## config.mk

```make
export PLATFORM = sky130hd
export DESIGN_NAME = fifo_read_port
export DESIGN_NICKNAME = d
export VERILOG_FILES = /design/src/rtl/fifo_pkg.sv /design/src/rtl/ptr_sync.sv /design/src/rtl/fifo_read_port.sv
export SDC_FILE = /design/constraint.sdc
export NUM_CORES = 1
export LEC_CHECK = 0
export ABC_AREA = 1
export CAP_MARGIN = 0
export CORE_MARGIN = 5
export CORE_UTILIZATION = 49
export CTS_CLUSTER_SIZE = 12
export DETAILED_ROUTE_END_ITERATION = 6
export PLACE_DENSITY = 0.8
export SKIP_CTS_REPAIR_TIMING = 1
export SYNTH_ARGS = -nofsm -noshare
export SYNTH_HDL_FRONTEND = slang
export SYNTH_SLANG_ARGS = --single-unit
```

## constraint.sdc

```tcl
create_clock -name r_clk_in -period 3 [get_ports r_clk_in]
set_clock_uncertainty 0.15 [all_clocks]
set_input_delay 0.45 -clock r_clk_in [delete_from_list [all_inputs] [get_ports r_clk_in]]
set_output_delay 0.45 -clock r_clk_in [all_outputs]
set_load 0.02 [all_outputs]
```

## src/rtl/fifo_pkg.sv

```systemverilog
// Shared definitions for both pointer domains of the asynchronous FIFO:
// read-port state encoding and Gray/binary pointer conversion helpers.
package fifo_pkg;

  typedef enum logic [1:0] {
    EMPTY = 2'd0,
    FETCH = 2'd1,
    VALID = 2'd2
  } rd_state_t;

  // Helpers work on a fixed-width container; callers zero-extend and truncate.
  localparam int PTR_MAX_W = 32;

  function automatic logic [PTR_MAX_W-1:0] gray2bin(input logic [PTR_MAX_W-1:0] gray);
    logic [PTR_MAX_W-1:0] bin;
    bin[PTR_MAX_W-1] = gray[PTR_MAX_W-1];
    for (int i = PTR_MAX_W - 2; i >= 0; i--) begin
      bin[i] = bin[i+1] ^ gray[i];
    end
    return bin;
  endfunction

  function automatic logic [PTR_MAX_W-1:0] bin2gray(input logic [PTR_MAX_W-1:0] bin);
    return bin ^ (bin >> 1);
  endfunction

endpackage

```

## src/rtl/ptr_sync.sv

```systemverilog
// Multi-flop synchronizer for a Gray-coded pointer crossing clock domains.
// Shared by the read and write ports of the FIFO.
module ptr_sync #(
  parameter int WIDTH  = 4,
  parameter int STAGES = 2
) (
  input  logic             i_clk,
  input  logic             i_rst,
  input  logic [WIDTH-1:0] i_d,
  output logic [WIDTH-1:0] o_q
);

  logic [WIDTH-1:0] r_sync [STAGES];

  always_ff @(posedge i_clk or posedge i_rst) begin
    if (i_rst) begin
      for (int i = 0; i < STAGES; i++) begin
        r_sync[i] <= '0;
      end
    end else begin
      r_sync[0] <= i_d;
      for (int i = 1; i < STAGES; i++) begin
        r_sync[i] <= r_sync[i-1];
      end
    end
  end

  assign o_q = r_sync[STAGES-1];

endmodule

```

## src/rtl/fifo_read_port.sv

```systemverilog
// Read-domain side of the asynchronous FIFO: synchronizes the write pointer,
// owns the read pointer, fetches words from memory and serves them valid/ready.
module fifo_read_port
  import fifo_pkg::*;
#(
  parameter int ADDR_WIDTH  = 3,
  parameter int DATA_WIDTH  = 8,
  parameter int SYNC_STAGES = 2
) (
  input  logic                  r_clk_in,
  input  logic                  r_reset_in,
  input  logic [ADDR_WIDTH:0]   w_ptr_gray_in,
  output logic [ADDR_WIDTH:0]   r_ptr_gray_out,
  output logic                  mem_rd_en_out,
  output logic [ADDR_WIDTH-1:0] mem_addr_out,
  input  logic [DATA_WIDTH-1:0] mem_data_in,
  output logic [DATA_WIDTH-1:0] r_data_out,
  output logic                  r_valid_out,
  input  logic                  r_ready_in,
  output logic                  r_empty_out,
  output logic [ADDR_WIDTH:0]   r_level_out
);

  localparam int PW = ADDR_WIDTH + 1;

  logic [PW-1:0]         w_wptr_gray_sync;
  logic [PW-1:0]         w_wptr_bin;
  logic [PW-1:0]         r_ptr_bin;
  logic [PW-1:0]         r_ptr_gray;
  logic [DATA_WIDTH-1:0] r_data;
  logic                  w_mem_empty;
  logic                  w_rd_issue;
  logic                  w_valid;
  rd_state_t             r_state;
  rd_state_t             w_state_nxt;

  ptr_sync #(
    .WIDTH  (PW),
    .STAGES (SYNC_STAGES)
  ) u_wptr_sync (
    .i_clk (r_clk_in),
    .i_rst (r_reset_in),
    .i_d   (w_ptr_gray_in),
    .o_q   (w_wptr_gray_sync)
  );

  // Full-width compare so a completely full memory is never mistaken for empty.
  assign w_wptr_bin  = PW'(gray2bin(PTR_MAX_W'(w_wptr_gray_sync)));
  assign w_mem_empty = (r_ptr_bin == w_wptr_bin);

  always_ff @(posedge r_clk_in or posedge r_reset_in) begin
    if (r_reset_in) begin
      r_state <= EMPTY;
    end else begin
      r_state <= w_state_nxt;
    end
  end

  always_comb begin
    w_state_nxt = r_state;
    case (r_state)
      EMPTY: if (!w_mem_empty) w_state_nxt = FETCH;
      FETCH: w_state_nxt = VALID;
      VALID: begin
        if (r_ready_in) begin
          w_state_nxt = w_mem_empty ? EMPTY : FETCH;
        end
      end
      default: w_state_nxt = EMPTY;
    endcase
  end

  always_comb begin
    w_rd_issue = 1'b0;
    w_valid    = 1'b0;
    case (r_state)
      EMPTY: w_rd_issue = !w_mem_empty;
      VALID: begin
        w_valid    = 1'b1;
        w_rd_issue = r_ready_in && !w_mem_empty;
      end
      default: begin
        w_rd_issue = 1'b0;
        w_valid    = 1'b0;
      end
    endcase
  end

  // Gray copy lags the binary pointer by one edge and is glitch-free for the write domain.
  always_ff @(posedge r_clk_in or posedge r_reset_in) begin
    if (r_reset_in) begin
      r_ptr_bin  <= '0;
      r_ptr_gray <= '0;
    end else begin
      if (w_rd_issue) begin
        r_ptr_bin <= r_ptr_bin + PW'(1);
      end
      r_ptr_gray <= PW'(bin2gray(PTR_MAX_W'(r_ptr_bin)));
    end
  end

  always_ff @(posedge r_clk_in or posedge r_reset_in) begin
    if (r_reset_in) begin
      r_data <= '0;
    end else if (r_state == FETCH) begin
      r_data <= mem_data_in;
    end
  end

  assign mem_rd_en_out  = w_rd_issue;
  assign mem_addr_out   = r_ptr_bin[ADDR_WIDTH-1:0];
  assign r_ptr_gray_out = r_ptr_gray;
  assign r_data_out     = r_data;
  assign r_valid_out    = w_valid;
  assign r_empty_out    = w_mem_empty;
  assign r_level_out    = w_wptr_bin - r_ptr_bin;

endmodule

```

==> results of run 1 <==
cells by family (layout without fill, tap and decap cells):
family | count (synthesis) | count (layout)
AO/OA/AOI/OAI | 3 | 3
XOR/XNOR | 4 | 4
flip-flops | 26 | 26
multiplexers | 8 | 8
adder cells (fa/ha/maj) | 6 | 6
AND/OR/NAND/NOR | 38 | 38
buffers and inverters | 20 | 58
metrics by stage:
stage	setup TNS (ns)	std cells	hold slack [ns]
5_1_grt	-0.01511	171	0.2247
6_report	0	171	0.2142
4_1_cts	-0.5819	170	0.2166
3_5_place_dp	0	167	0.1885
2_1_floorplan	0	105	0.1812
3_3_place_gp	0	167	0.1822
how the worst max path moves through the flow:
stage | to | cells past startpoint | start | slack [ns]
global placement | r_level_out[2] | 12 | u_wptr_sync.o_q[3] | 0.25
finish | r_level_out[2] | 12 | u_wptr_sync.o_q[3] | 0.18
CTS | r_level_out[2] | 12 | u_wptr_sync.o_q[3] | -0.21
global route | r_level_out[2] | 12 | u_wptr_sync.o_q[3] | -0.02
detailed placement | r_level_out[2] | 12 | u_wptr_sync.o_q[3] | 0.14
floorplan | r_level_out[2] | 11 | u_wptr_sync.o_q[3] | 0.66
critical path, delay by kind of cell (launching register included):
family | cells | cell delay [ns]
XOR/XNOR | 1 | 0.17
adder cells (fa/ha/maj) | 2 | 0.50
buffers and inverters | 4 | 0.47
flip-flops | 1 | 0.43
AND/OR/NAND/NOR | 5 | 0.37
routing by layer:
layer / part of all wire / track usage
met1: 0.41 / 0.1823
met2: 0.50 / 0.2418
met3: 0.095 / 0.04139
met4: 0 / 0.04854
met5: 0 / 0
cell type report:
type / instances / area, µm² / area share
Clock buffer: 3 / 22.52 / 0.01393
Inverter: 17 / 63.81 / 0.03947
Tap cell: 28 / 35.03 / 0.02167
Timing Repair Buffer: 38 / 387.9 / 0.2399
Multi-Input combinational cell: 59 / 456.7 / 0.2825
Sequential cell: 26 / 650.6 / 0.4025
flip-flops by register name, indices dropped and copies added (netlist names):
register,cells
u_wptr_sync.o_q,4
r_data_out,8
r_state,2
r_ptr_gray_out,4
r_ptr_bin,4
u_wptr_sync.r_sync,4
cells in the mapped netlist, drive strengths merged:
library cell,count
dfrtp,26
nand2,26
inv,17
nand3,9
mux2,8
ha,5
a21oi,3
buf,3
xor2,3
nor2,2
fa,1
nand3b,1
xnor2,1
report_power, final:
group          switching, mW  internal [mW]  total [mW]
clock network         0.0863         0.0467       0.133
registers              0.108          0.476       0.584
logic                  0.511          0.510        1.02
==> summary.json, run 1 <==
{
  "die": {
    "die_y_um": 59.36,
    "floorplan.die.width_um": 59.36,
    "initial_utilization": 0.5245,
    "core_area_mm2": 0.002276,
    "std_cell_rows": 17,
    "num_io_pins": 37,
    "total_die_area_mm2": 0.003523
  },
  "place": {
    "detailedPlace.worstSlack_ns": 0.1410,
    "dp_hpwl_um": 1777,
    "placement.cell_area_mm2": 0.001574,
    "placement.io_buffers": 36,
    "globalplace.congestion": 0.7842
  },
  "cts": {
    "tritoncts": "built",
    "cts_inserted_buffers": 3,
    "cts-root-to-sink-buffers": 2,
    "root_buffer": "sky130_fd_sc_hd__clkbuf_4",
    "cts_htree_levels": 1,
    "worst_skew_pair.late_latency_ns": 0.30,
    "clkSlewWorstSetupHoldPaths_ns": 0.12,
    "cts.sinks": 26
  },
  "critical_path": {
    "critical-path-max-stage-delay_ns": 0.43,
    "rr_endpoint": "r_ptr_bin[3]",
    "worst-endpoint-arrival_ns": 2.22,
    "slowest_stage": "sky130_fd_sc_hd__dfrtp_1",
    "critPathRequiredTime_ns": 2.40,
    "critical-path-top-cell-by-count": "sky130_fd_sc_hd__nand2_1",
    "worst-path-max-fanout": 4,
    "r2r_cells": 14,
    "crit-reg2reg-launch": "u_wptr_sync.o_q[3]",
    "endpoint_kind": "primary output",
    "cp-start-kind": "flip-flop",
    "timing.reg2reg.setup_slack_ns": 1.08,
    "critical_path_cell_by_cell": "inv_1, nand2_1, nand3_1, nand2_1, nand2_1, nand2_1, inv_1, ha_1, inv_1, fa_1, xor2_1, dlymetal6s2s_1",
    "timing_worst_setup_path_type": "reg -> out"
  },
  "timing": {
    "timing_hold_violations_final": 0,
    "max_slew_headroom": 0.7715,
    "share_of_the_clock_period_used_by_the_worst_path": 0.9413,
    "maxSlewViolCount": 0,
    "setup_slack_ns": 0.1760,
    "setup_viol": 0,
    "timing.fmax_ghz": 0.3541,
    "timing_worst_slew_pin_value_ns": 0.3427,
    "min_period_ns": 2.824
  },
  "min_path": {
    "worstHoldPathCells": 0,
    "min_to": "u_wptr_sync.o_q[1]",
    "min-delay-path-class": "reg -> reg",
    "hold_path_startpoint": "u_wptr_sync.r_sync[5]"
  },
  "power": {
    "leakage_power_nw": 0.8582,
    "ir_drop_worst_case_vdd_mv": 0.8276,
    "power_density_mw_per_mm2": 1075,
    "design_power_total_mw": 1.738
  },
  "outcome": {
    "outcome": "finished clean"
  },
  "yosys": {
    "synth.avg_cell_area_um2": 11.37,
    "area_contributors_post_synth": "sky130_fd_sc_hd__dfrtp_1 (55%), sky130_fd_sc_hd__mux2_4 (10%), sky130_fd_sc_hd__nand2_1 (6.6%)",
    "synthesis.instances": 105,
    "synth_area_mm2": 0.001194,
    "compound_gate_fraction_of_synth_area": 0.01572,
    "yosys.cell_types.count": 19,
    "synth_top_family_by_area": "simple AND/OR/NAND/NOR gates",
    "post_synth_fa_ha_maj_area_fraction": 0.06918,
    "netlist.area_leader.share": 0.5451,
    "yosys_warnings": 0,
    "synthesized_flop_and_latch_total": 26,
    "synth-xor-area-share": 0.02935,
    "synth.yosys.seq_area_share": 0.5451,
    "syn_nets": 126,
    "synth_largest_area_cell": "sky130_fd_sc_hd__dfrtp_1",
    "synth_mux_area_frac": 0.1006,
    "post_synth_and_or_nand_nor_area_fraction": 0.1677
  },
  "grt": {
    "largest_net_degree_at_the_start_of_global_routing": 27,
    "grt_pass1_vias": 865,
    "track_usage": 0.1462,
    "number_of_antenna_violations_at_the_first_check_in_global_routing": 0,
    "grt_pass1_wl_um": 3905,
    "final_global_route_overflow_total": 0
  },
  "route": {
    "drt_pre_antenna_iters": 3,
    "detail_route.iter0.violations": 6,
    "route.vias.total": 821,
    "wirelength_um": 2223,
    "via_per_inst": 4.801,
    "drc_errors": 0,
    "avgRoutedWirePerCell_um": 13.00,
    "ant_nets": 0
  },
  "finish": {
    "commonest_cells_after_routing_fill_and_taps_aside": "sky130_fd_sc_hd__clkdlybuf4s50_1 (31), sky130_fd_sc_hd__dfrtp_1 (26), sky130_fd_sc_hd__nand2_1 (21), sky130_fd_sc_hd__inv_1 (12)",
    "layout.nets": 166,
    "share_of_layout_cells_above_drive_strength_1": 0.1818,
    "utilization": 0.7103,
    "num_antenna_cells": 0,
    "area_added_between_synthesis_and_finish_pct": 35.43,
    "layout.filler_cells": 171,
    "fin_area_mm2": 0.001617,
    "most_frequent_standard_cell_in_the_layout_excluding_fill_and_tap_cells": "sky130_fd_sc_hd__clkdlybuf4s50_1"
  },
  "run": {
    "maxCapViolCount": 0
  }
}
Power figures use the tool's default switching activity.
==> run 2: changes to the inputs <==
CTS_CLUSTER_DIAMETER = 150   (was unset)
==> results of run 2 <==
Same layout as run 1: the final DEF is identical, and so are final timing and power.
